===== src/rtl/picomem_pkg.sv =====
// Shared PicoMem definitions: bus widths, arbiter state encoding and the
// default read data returned when an access is forcibly completed.
package picomem_pkg;

  localparam int PICO_AW = 32;
  localparam int PICO_DW = 32;
  localparam int PICO_SW = 4;

  localparam logic [PICO_DW-1:0] PICO_ERR_RDATA = 32'hDEADBEEF;

  typedef enum logic {
    ST_IDLE = 1'b0,
    ST_BUSY = 1'b1
  } pico_state_e;

endpackage


===== src/rtl/picomem_rr_pick.sv =====
// Combinational 2-way picker: round-robin on last owner, or fixed priority to m0.
module picomem_rr_pick (
  input  logic [1:0] req,
  input  logic       last,
  input  logic       prio_mode,
  output logic [1:0] win
);

  // last = 1 means m1 owned the previous grant, so m0 wins a tie
  always_comb begin
    win = 2'b00;
    if (prio_mode) begin
      if (req[0])      win = 2'b01;
      else if (req[1]) win = 2'b10;
    end else begin
      case (req)
        2'b01:   win = 2'b01;
        2'b10:   win = 2'b10;
        2'b11:   win = last ? 2'b01 : 2'b10;
        default: win = 2'b00;
      endcase
    end
  end

endmodule


===== src/rtl/picomem_arb_2_1.sv =====
// Two-master to one-slave PicoMem arbiter with registered grant, one transaction
// per grant. Define PICOMEM_ARB_TIMEOUT_EN to add the BUSY timeout counter.
module picomem_arb_2_1
  import picomem_pkg::*;
#(
  parameter int                 PRIO_MODE      = 0,
  parameter int                 TIMEOUT_CYCLES = 1024,
  parameter logic [PICO_DW-1:0] ERR_RDATA      = PICO_ERR_RDATA
) (
  input  logic               clk,
  input  logic               reset,
  input  logic               m0_valid,
  input  logic [PICO_AW-1:0] m0_addr,
  input  logic [PICO_DW-1:0] m0_wdata,
  input  logic [PICO_SW-1:0] m0_wstrb,
  output logic               m0_ready,
  output logic [PICO_DW-1:0] m0_rdata,
  input  logic               m1_valid,
  input  logic [PICO_AW-1:0] m1_addr,
  input  logic [PICO_DW-1:0] m1_wdata,
  input  logic [PICO_SW-1:0] m1_wstrb,
  output logic               m1_ready,
  output logic [PICO_DW-1:0] m1_rdata,
  output logic               s_valid,
  output logic [PICO_AW-1:0] s_addr,
  output logic [PICO_DW-1:0] s_wdata,
  output logic [PICO_SW-1:0] s_wstrb,
  input  logic               s_ready,
  input  logic [PICO_DW-1:0] s_rdata,
  output logic [1:0]         grant,
  output logic               timeout_flag
);

  if (TIMEOUT_CYCLES < 2) begin : g_bad_timeout
    $error("picomem_arb_2_1: TIMEOUT_CYCLES must be at least 2");
  end

  pico_state_e state_p1, state_d;
  logic [1:0]  grant_p1, grant_d;
  logic        last_p1, last_d;
  logic [1:0]  win;
  logic        busy, owner_valid, timeout_hit, done_ok, done_to, done;
  logic [PICO_DW-1:0] cpl_rdata;

  picomem_rr_pick u_pick (
    .req       ({m1_valid, m0_valid}),
    .last      (last_p1),
    .prio_mode (PRIO_MODE != 0),
    .win       (win)
  );

  assign busy        = (state_p1 == ST_BUSY);
  assign owner_valid = (grant_p1[0] & m0_valid) | (grant_p1[1] & m1_valid);
  assign s_valid     = busy & owner_valid;
  assign grant       = grant_p1;

  always_comb begin
    s_addr  = '0;
    s_wdata = '0;
    s_wstrb = '0;
    if (busy && grant_p1[0]) begin
      s_addr  = m0_addr;
      s_wdata = m0_wdata;
      s_wstrb = m0_wstrb;
    end else if (busy && grant_p1[1]) begin
      s_addr  = m1_addr;
      s_wdata = m1_wdata;
      s_wstrb = m1_wstrb;
    end
  end

`ifdef PICOMEM_ARB_TIMEOUT_EN
  localparam int CNT_W = (TIMEOUT_CYCLES > 2) ? $clog2(TIMEOUT_CYCLES) : 1;
  logic [CNT_W-1:0] cnt_p1;
  logic             tflag_p1;

  // Counter idles at zero, so it is already cleared on the first BUSY cycle
  always_ff @(posedge clk or posedge reset) begin
    if (reset)      cnt_p1 <= '0;
    else if (!busy) cnt_p1 <= '0;
    else            cnt_p1 <= cnt_p1 + 1'b1;
  end

  assign timeout_hit = busy && (cnt_p1 == CNT_W'(TIMEOUT_CYCLES - 1));

  always_ff @(posedge clk or posedge reset) begin
    if (reset)        tflag_p1 <= 1'b0;
    else if (done_to) tflag_p1 <= 1'b1;
  end

  assign timeout_flag = tflag_p1;
`else
  assign timeout_hit  = 1'b0;
  assign timeout_flag = 1'b0;
`endif

  // A real slave completion on the timeout cycle wins over the forced one
  assign done_ok   = s_valid & s_ready;
  assign done_to   = s_valid & ~s_ready & timeout_hit;
  assign done      = done_ok | done_to;
  assign cpl_rdata = done_to ? ERR_RDATA : s_rdata;

  assign m0_ready = done & grant_p1[0];
  assign m1_ready = done & grant_p1[1];
  assign m0_rdata = m0_ready ? cpl_rdata : '0;
  assign m1_rdata = m1_ready ? cpl_rdata : '0;

  always_ff @(posedge clk or posedge reset) begin
    if (reset) begin
      state_p1 <= ST_IDLE;
      grant_p1 <= 2'b00;
      last_p1  <= 1'b1;
    end else begin
      state_p1 <= state_d;
      grant_p1 <= grant_d;
      last_p1  <= last_d;
    end
  end

  // An owner abandoning its request is dropped without updating fairness
  always_comb begin
    state_d = state_p1;
    grant_d = grant_p1;
    last_d  = last_p1;
    case (state_p1)
      ST_IDLE: begin
        if (win != 2'b00) begin
          state_d = ST_BUSY;
          grant_d = win;
        end
      end
      ST_BUSY: begin
        if (!owner_valid) begin
          state_d = ST_IDLE;
          grant_d = 2'b00;
        end else if (done) begin
          state_d = ST_IDLE;
          grant_d = 2'b00;
          last_d  = grant_p1[1];
        end
      end
      default: begin
        state_d = ST_IDLE;
        grant_d = 2'b00;
      end
    endcase
  end

endmodule

===== config.mk =====
export PLATFORM = sky130hd
export DESIGN_NAME = picomem_arb_2_1
export DESIGN_NICKNAME = d
export VERILOG_FILES = /design/src/rtl/picomem_pkg.sv /design/src/rtl/picomem_rr_pick.sv /design/src/rtl/picomem_arb_2_1.sv
export SDC_FILE = /design/constraint.sdc
export NUM_CORES = 1
export LEC_CHECK = 0
export ABC_CLOCK_PERIOD_IN_PS = 4800
export CORE_AREA = 3 3 120 122
export CTS_CLUSTER_SIZE = 30
export DETAILED_ROUTE_END_ITERATION = 8
export DIE_AREA = 0 0 123 125
export SYNTH_ARGS = -nofsm -noshare
export SYNTH_HDL_FRONTEND = slang
export SYNTH_SLANG_ARGS = --single-unit

===== constraint.sdc =====
create_clock -name clk -period 4.8 [get_ports clk]
set_clock_uncertainty 0.2 [all_clocks]
set_input_delay 0.48 -clock clk [delete_from_list [all_inputs] [get_ports clk]]
set_output_delay 0.48 -clock clk [all_outputs]
set_load 0.01 [all_outputs]

==> run metrics, run 1 <==
CTS H-tree lvls=1; GR Overflow Total=0; number of clock sinks=4; Final Max Tran Viols=0; DIE HEIGHT=125 um; worst-margin pin slew=about 0.98 ns; drt total wl=11.8 mm; Starting DRT DRC Count=64; Worst Setup End Kind=primary output; number of global-route vias before repair=about 2900; Cell Count, Final, Fillers Out=654; gpl congestion=between 0.7 and 0.8; clock latency on the worst-skew pair=0.23 ns; number of synthesized register bits=4; Post-Syn Nets=approximately 360; worst path bufs/invs=2; placed instance count=650; Crit path depth=5; post-CTS setup repair buffer count=0; worst path cell trace=clkdlybuf4s50_1 > a21oi_1 > nor2_2 > and2_1 > clkdlybuf4s50_1; Starting Density=10.5%; sequential-to-total area share from yosys stat=7.25%; Crit path top cell by count=clkdlybuf4s50_1; top cell type's share of synthesized area=around 43%; clk buf depth=2; Data required, critical path=~4 ns; WL/cell=18.0 um; max-cap violations=0; Critical Path Source Type=input pin; Synth warnings=0; first-pass GRT wire length=around 16 mm; hold buffer count at cts=0; final setup vio count=0; worst vdd ir=roughly 150 uV; commonest non-fill, non-tap cells in the layout=309 x clkdlybuf4s50_1, 68 x a22o_1, 64 x and2_1; final hold vios=0; Synth area leaders=a22o_1 43%, and2_1 29%, dfrtp_1 5.4%; number of nets in the final layout=about 650; crit path from=m0_valid; PD cells=roughly 230 nW/um2; fin crit share=72.4%; Worst path top cell family by delay=buffers and inverters; GRT Overall Usage=13.6%; die footprint=15400 um2; CTS clk-pin slew, worst paths=0.03 ns; Resized Gates After CTS=0; Layout area overhead=234%; Worst path slowest cell=nor2_2; Pre-antenna DRT Iters=4; Routed Antenna Nets=0; Final min period=approximately 3.5 ns; post-DP HPWL=a little under 10 mm; diode count=0; fraction of layout cells with a size suffix above 1=2.30%; slowest stage delay, CP=around 0.77 ns; Setup CP Type=input pin to primary output; Worst R2R Path Depth=3; FF-to-FF Start=busy$_DFF_PP0_; crit path to=m1_rdata[2]; cell taking the most area after synthesis=a22o_1; Max FO, Critical Path=34; initial antenna violation count=0; Leak=~1.7 nW; status=finished clean; Post-Syn Area=~1400 um2; via count=about 2700; PortBufs=approximately 310; TNS Setup=0 ns; I/O pin count=~310; unrepaired setup endpoints after global routing=no; CTS tree=done; vias per cell=4.13; # DRC=0; average size of a mapped cell=7.51 um2; Achievable Freq=0.288 GHz; CP arrival=between 2 and 3 ns; total core area=between 10000 and 15000 um2; Hold Crit Class=input pin to async pin; cell count after synthesis=about 190; Slew headroom=between 30 and 40%; Die X=roughly 120 um; r2r endpoint=last_p1$_DFFE_PP1P_; flop-to-flop setup slack=3.00 ns; leading cell type in the layout, fill and taps excluded=clkdlybuf4s50_1; Root Driver=clkbuf_16; post-synth cell types=25; cell row count=42; largest net degree at the start of global routing=approximately 50; CTS buffer count=3
[metal layers]
| layer | wire length [um] | vias to the layer above | track usage [%] | part of all wire (%) |
|---|---|---|---|---|
| met5 | 0 | - | 0 | 0 |
| li1 | - | 1274 | - | - |
| met4 | 174 | 0 | 2.15 | 1.5 |
| met2 | 5490 | 204 | 24.3 | 47 |
| met3 | 1740 | 12 | 5.78 | 15 |
| met1 | 4350 | 1211 | 15.1 | 37 |
[synth_stat cells, drive strengths merged]
cell type / instances
a21o: 2
a21oi: 3
a22o: 68
a22oi: 1
and2: 65
and3b: 1
buf: 21
clkbuf: 4
conb: 1
dfrtp: 3
dfstp: 1
inv: 1
nand2: 2
nand2b: 1
nand3: 2
nand4: 1
nor2: 4
nor2b: 1
o21bai: 1
o22ai: 2
o2bb2ai: 1
[how the worst min path moves through the flow]
stage                                    from                   to
final                                   reset       busy$_DFF_PP0_
after global routing                    reset       busy$_DFF_PP0_
after CTS                               reset       busy$_DFF_PP0_
after detailed placement  last_p1$_DFFE_PP1P_  last_p1$_DFFE_PP1P_
after global placement    last_p1$_DFFE_PP1P_  last_p1$_DFFE_PP1P_
after floorplan                         reset       busy$_DFF_PP0_
[through the flow]
stage                     setup slack (ns)  hold slack, ns  total power [mW]  util (%)  cell area, um2
final                                 1.32           0.255              1.07      35.1            4660
after detailed placement              1.31           0.310             0.934      34.5            4590
after global routing                  1.13           0.281              1.13      35.1            4660
after CTS                             1.30           0.271              1.08      35.1            4660
after global placement                1.38           0.308             0.934      34.5            4590
after floorplan                       2.82          0.0454             0.423         -            1400
[cell families after synthesis]
group	count (synthesis)	synth area share [%]
other	1	0.268
buffers and inverters	26	11.5
DFF	4	7.25
and+or+nand+nor	77	33.6
AOI/OAI and AO/OA	78	47.4
[state kept, by name, indices dropped and copies added, names as in the netlist]
signal	cells
busy	1
grant	2
last_p1	1
[final cells by class]
cell class | count | area, um2
well taps | 176 | 220
flip-flops and latches | 4 | 101
multi-input cells | 156 | 1140
fillers | 1365 | 8630
repair buffers | 313 | 3120
clock buffers | 4 | 78.8
inverters | 1 | 3.75
[power by group]
group / leakage, nW / total (mW) / switching, mW / internal, mW
sequential: 0.0479 / 0.0703 / 0.0208 / 0.0495
clock: 0.0382 / 0.134 / 0.0247 / 0.110
combinational: 1.66 / 0.865 / 0.355 / 0.510
total: 1.75 / 1.07 / 0.400 / 0.669
[worst register-to-register path: cells and delay by family, from the launching register on]
kind,cells,cell delay (ns)
AOI/OAI and AO/OA,1,0.15
DFF,1,0.50
and+or+nand+nor,2,0.88
Note: power is estimated with default switching activity, not from simulation.
==> inputs of run 2 (changes only) <==
--- a/config.mk
+++ b/config.mk
@@ -5,11 +5,11 @@
 export SDC_FILE = /design/constraint.sdc
 export NUM_CORES = 1
 export LEC_CHECK = 0
-export ABC_CLOCK_PERIOD_IN_PS = 4800
-export CORE_AREA = 3 3 120 122
+export ABC_CLOCK_PERIOD_IN_PS = 3000
+export CORE_AREA = 3 3 119 121
 export CTS_CLUSTER_SIZE = 30
 export DETAILED_ROUTE_END_ITERATION = 8
-export DIE_AREA = 0 0 123 125
+export DIE_AREA = 0 0 122 124
 export SYNTH_ARGS = -nofsm -noshare
 export SYNTH_HDL_FRONTEND = slang
 export SYNTH_SLANG_ARGS = --single-unit
==> constraint.sdc (replaced) <==
create_clock -name clk -period 3 [get_ports clk]
set_clock_uncertainty 0.2 [all_clocks]
set_input_delay 0.3 -clock clk [delete_from_list [all_inputs] [get_ports clk]]
set_output_delay 0.3 -clock clk [all_outputs]
set_load 0.01 [all_outputs]
==> run 2 against run 1 <==
Effect of this change:
- die area shrank 1.6%
- design area grew 0.80%
- wire length shrank 3.2%
- critical path type is now flop to primary output
- largest power group unchanged
- highest routed layer unchanged
==> run metrics, run 2 (synthesized netlist as in run 1, its figures left out) <==
GRT Overall Usage=roughly 13%; Leak=around 1.8 nW; Worst Setup End Kind=primary output; number of nets in the final layout=652; TNS Setup=0 ns; Layout area overhead=236%; leading cell type in the layout, fill and taps excluded=clkdlybuf4s50_1; Fillers=between 1000 and 1500; commonest non-fill, non-tap cells in the layout=309 x clkdlybuf4s50_1, 68 x a22o_1, 64 x and2_1; Finished Cell Area=~4700 um2; post-DP HPWL=9.38 mm; drt total wl=approximately 11 mm; Starting DRT DRC Count=65; post-route setup slack=between 0.2 and 0.3 ns; Max FO, Critical Path=between 50 and 60; GR Overflow Total=0; Worst R2R Path Depth=3; Root Driver=clkbuf_16; Hold Crit Class=input pin to async pin; gpl congestion=just over 0.8; largest net degree at the start of global routing=66; placed instance count=650; hold buffer count at cts=0; fin crit share=91.6%; DIE HEIGHT=around 120 um; CTS H-tree lvls=1; number of flip-flops in the largest register=2; WHS=roughly 0.14 ns; # DRC=0; final hold vios=0; worst vdd ir=~170 uV; PortBufs=~310; Data required, critical path=roughly 2.5 ns; Starting Density=10.6%; crit path to=s_addr[8]; number of global-route vias before repair=about 2900; Routed Antenna Nets=0; first-pass GRT wire length=16.0 mm; Die X=approximately 120 um; CTS tree=done; Final Max Tran Viols=0; clock latency on the worst-skew pair=0.22 ns; CTS clk-pin slew, worst paths=approximately 0.03 ns; vias per cell=roughly 4; clk buf depth=2; via count=about 2700; flop-to-flop setup slack=about 1.6 ns; I/O pin count=311; total power=between 1.5 and 2 mW; Final min period=between 2 and 3 ns; status=finished clean; Pre-antenna DRT Iters=4; crit path from=busy$_DFF_PP0_; fin util=35.6%; final setup vio count=0; CP arrival=between 2 and 2.5 ns; r2r endpoint=grant[1]$_DFFE_PP0P_; post-CTS setup repair buffer count=0; diode count=0; cell row count=42; fraction of layout cells with a size suffix above 1=under 10%; initial antenna violation count=0; Cell Count, Final, Fillers Out=around 650; die footprint=15100 um2; Placed Area=4620 um2; Critical Path Source Type=flop; FF-to-FF Start=grant[0]$_DFFE_PP0P_; CTS buffer count=3; unrepaired setup endpoints after global routing=no; max-cap violations=0; total core area=about 13000 um2; PD cells=360 nW/um2; Setup CP Type=flop to primary output; Achievable Freq=roughly 0.36 GHz; number of clock sinks=4; Resized Gates After CTS=0; WL/cell=around 17 um; DP Worst Slack=just under 0.4 ns
[run 2: worst min path at each step]
| stage | from | endpoint | slack (ns) |
|---|---|---|---|
| global route | reset | grant[1]$_DFFE_PP0P_ | 0.16 |
| finish | reset | grant[0]$_DFFE_PP0P_ | 0.14 |
| floorplan | reset | busy$_DFF_PP0_ | -0.13 |
| CTS | reset | grant[1]$_DFFE_PP0P_ | 0.15 |
| detailed placement | last_p1$_DFFE_PP1P_ | last_p1$_DFFE_PP1P_ | 0.31 |
| global placement | last_p1$_DFFE_PP1P_ | last_p1$_DFFE_PP1P_ | 0.31 |
[run 2: critical path, cell delays in order (launching register included)]
cell and delay [ns]:
dfrtp_1 0.51, and3b_2 0.42, buf_12 0.30, a22o_1 0.21
clkdlybuf4s50_1 0.58
[run 2: report_power, final]
group          switching [mW]  total [mW]  internal, mW
clock                  0.0389       0.215         0.176
combinational           0.535        1.37         0.831
sequential             0.0341       0.113        0.0793
total                   0.608        1.69          1.09
[run 2: layer usage]
layer / part of all wire, % / global-route usage [%]
met3: 13 / 4.72
met4: 0.40 / 1.40
met5: 0 / 0
met1: 35 / 14.1
met2: 52 / 26.6
[run 2: final cells by class]
class | count | area, um2 | share of cell area (%)
inverter | 1 | 3.75 | 0.0798
multi-input combinational | 156 | 1140 | 24.2
timing repair buffer | 313 | 3160 | 67.2
sequential | 4 | 101 | 2.16
tap | 176 | 220 | 4.68
clock buffer | 4 | 78.8 | 1.68
==> inputs of run 3 (changes only) <==
--- a/config.mk
+++ b/config.mk
@@ -10,6 +10,7 @@
 export CTS_CLUSTER_SIZE = 30
 export DETAILED_ROUTE_END_ITERATION = 8
 export DIE_AREA = 0 0 122 124
+export MAX_ROUTING_LAYER = met4
 export SYNTH_ARGS = -nofsm -noshare
 export SYNTH_HDL_FRONTEND = slang
 export SYNTH_SLANG_ARGS = --single-unit
==> run 3 against run 2 <==
Effect of this change:
- flip-flop and latch count did not move
- clock-buffer cell count did not move
- via count barely moved
- wire length fell by 0.14%
- sequential power barely moved
- worst hold slack improved by 0.0018 ns
- design area did not move
- worst setup slack improved by 0.0012 ns
- critical endpoint unchanged
- largest cell class unchanged
- largest power group unchanged
- highest routed layer unchanged
==> run metrics, run 3 (synthesized netlist as in run 1, its figures left out) <==
first-pass GRT wire length=roughly 16 mm; I/O pin count=about 310; PD cells=roughly 360 nW/um2; die footprint=15100 um2; unrepaired setup endpoints after global routing=no; GR Overflow Total=0; TNS Setup=0 ns; hold buffer count at cts=0; Hold Crit Class=input pin to async pin; clock share of power=between 10 and 15%; Final min period=2.75 ns; CP arrival=about 2.3 ns; fraction of layout cells with a size suffix above 1=under 10%; CTS tree=done; Switch Pwr=a little over 600 uW; Gate power share=80.6%; Routed Antenna Nets=0; Data required, critical path=between 2 and 3 ns; # DRC=0; placed instance count=650; Switching Fraction=roughly 36%; fin crit share=91.6%; max-cap violations=0; clock latency on the worst-skew pair=0.22 ns; commonest non-fill, non-tap cells in the layout=309 x clkdlybuf4s50_1, 68 x a22o_1, 64 x and2_1; total power=roughly 1.7 mW; Leak=around 1.8 nW; total core area=13200 um2; Resized Gates After CTS=0; CTS H-tree lvls=1; DIE HEIGHT=between 100 and 150 um; final hold vios=0; PortBufs=309; Final Max Tran Viols=0; Worst path top cell family by delay=buffers and inverters; Cell Count, Final, Fillers Out=about 650; Fillers=between 1000 and 1500; diode count=0; clk buf depth=2; Root Driver=clkbuf_16; number of nets in the final layout=~650; Setup CP Type=flop to primary output; Worst Setup End Kind=primary output; Die X=about 120 um; sequential power share=6.7%; cell row count=42; Finished Cell Area=between 4000 and 5000 um2; GRT Overall Usage=between 10% and 20%; leading cell type in the layout, fill and taps excluded=clkdlybuf4s50_1; Worst R2R Path Depth=3; worst path cell trace=and3b_2 > buf_12 > a22o_1 > clkdlybuf4s50_1; WHS=0.145 ns; flop-to-flop setup slack=about 1.6 ns; gpl congestion=approximately 0.83; number of global-route vias before repair=approximately 2900; worst vdd ir=around 170 uV; number of clock sinks=4; drt total wl=between 10 and 15 mm; final setup vio count=0; Crit path depth=4; initial antenna violation count=0; Critical Path Source Type=flop; vias per cell=4.06; WL/cell=around 17 um; worst path bufs/invs=2; Achievable Freq=0.364 GHz; Placed Area=~4600 um2; Layout area overhead=236%; slowest stage delay, CP=a little under 0.6 ns; via count=2658; Worst path slowest cell=clkdlybuf4s50_1; Starting Density=between 10% and 20%; number of flip-flops in the largest register=2; Starting DRT DRC Count=58; post-CTS setup repair buffer count=0; post-route setup slack=0.253 ns; fin util=35.6%; CTS buffer count=3; status=finished clean; Max FO, Critical Path=just under 60; CTS clk-pin slew, worst paths=around 0.030 ns; Int Pwr=about 1.1 mW; DP Worst Slack=about 0.39 ns; post-DP HPWL=between 9 and 10 mm; largest net degree at the start of global routing=66; Pre-antenna DRT Iters=4
run 3: cell counts in the layout (fill, tap and decap cells not counted):
Identical to the previous run, type by type.
run 3: metal layers:
layer | share of wire (%) | routed length (um) | global-route usage (%)
met5 | 0 | 0 | -
met4 | 0.39 | 44 | 1.40
met3 | 11 | 1250 | 3.45
met2 | 52 | 5880 | 26.6
met1 | 37 | 4190 | 14.9
run 3: area by class of cell:
cell class / count / area (um2) / share of cell area (%)
Tap cell: 176 / 220 / 4.68
Clock buffer: 4 / 78.8 / 1.68
Timing Repair Buffer: 313 / 3160 / 67.2
Inverter: 1 / 3.75 / 0.0798
Multi-Input combinational cell: 156 / 1140 / 24.2
Sequential cell: 4 / 101 / 2.16
run 3: final timing paths:
kind / endpoint / start
max in group asynchronous: last_p1$_DFFE_PP1P_ / reset
min in group clk: last_p1$_DFFE_PP1P_ / last_p1$_DFFE_PP1P_
min: grant[0]$_DFFE_PP0P_ / reset
max: s_addr[8] / busy$_DFF_PP0_
max reg2reg: grant[1]$_DFFE_PP0P_ / grant[0]$_DFFE_PP0P_
min reg2reg: last_p1$_DFFE_PP1P_ / last_p1$_DFFE_PP1P_
run 3: power by group through the flow:
stage / Combinational (mW) / Clock (mW) / Sequential (mW)
after global placement: 1.37 / 0 / 0.113
final: 1.36 / 0.214 / 0.114
after detailed placement: 1.37 / 0 / 0.112
after floorplan: 0.576 / 0 / 0.101
after global routing: 1.45 / 0.226 / 0.119
after CTS: 1.38 / 0.219 / 0.113
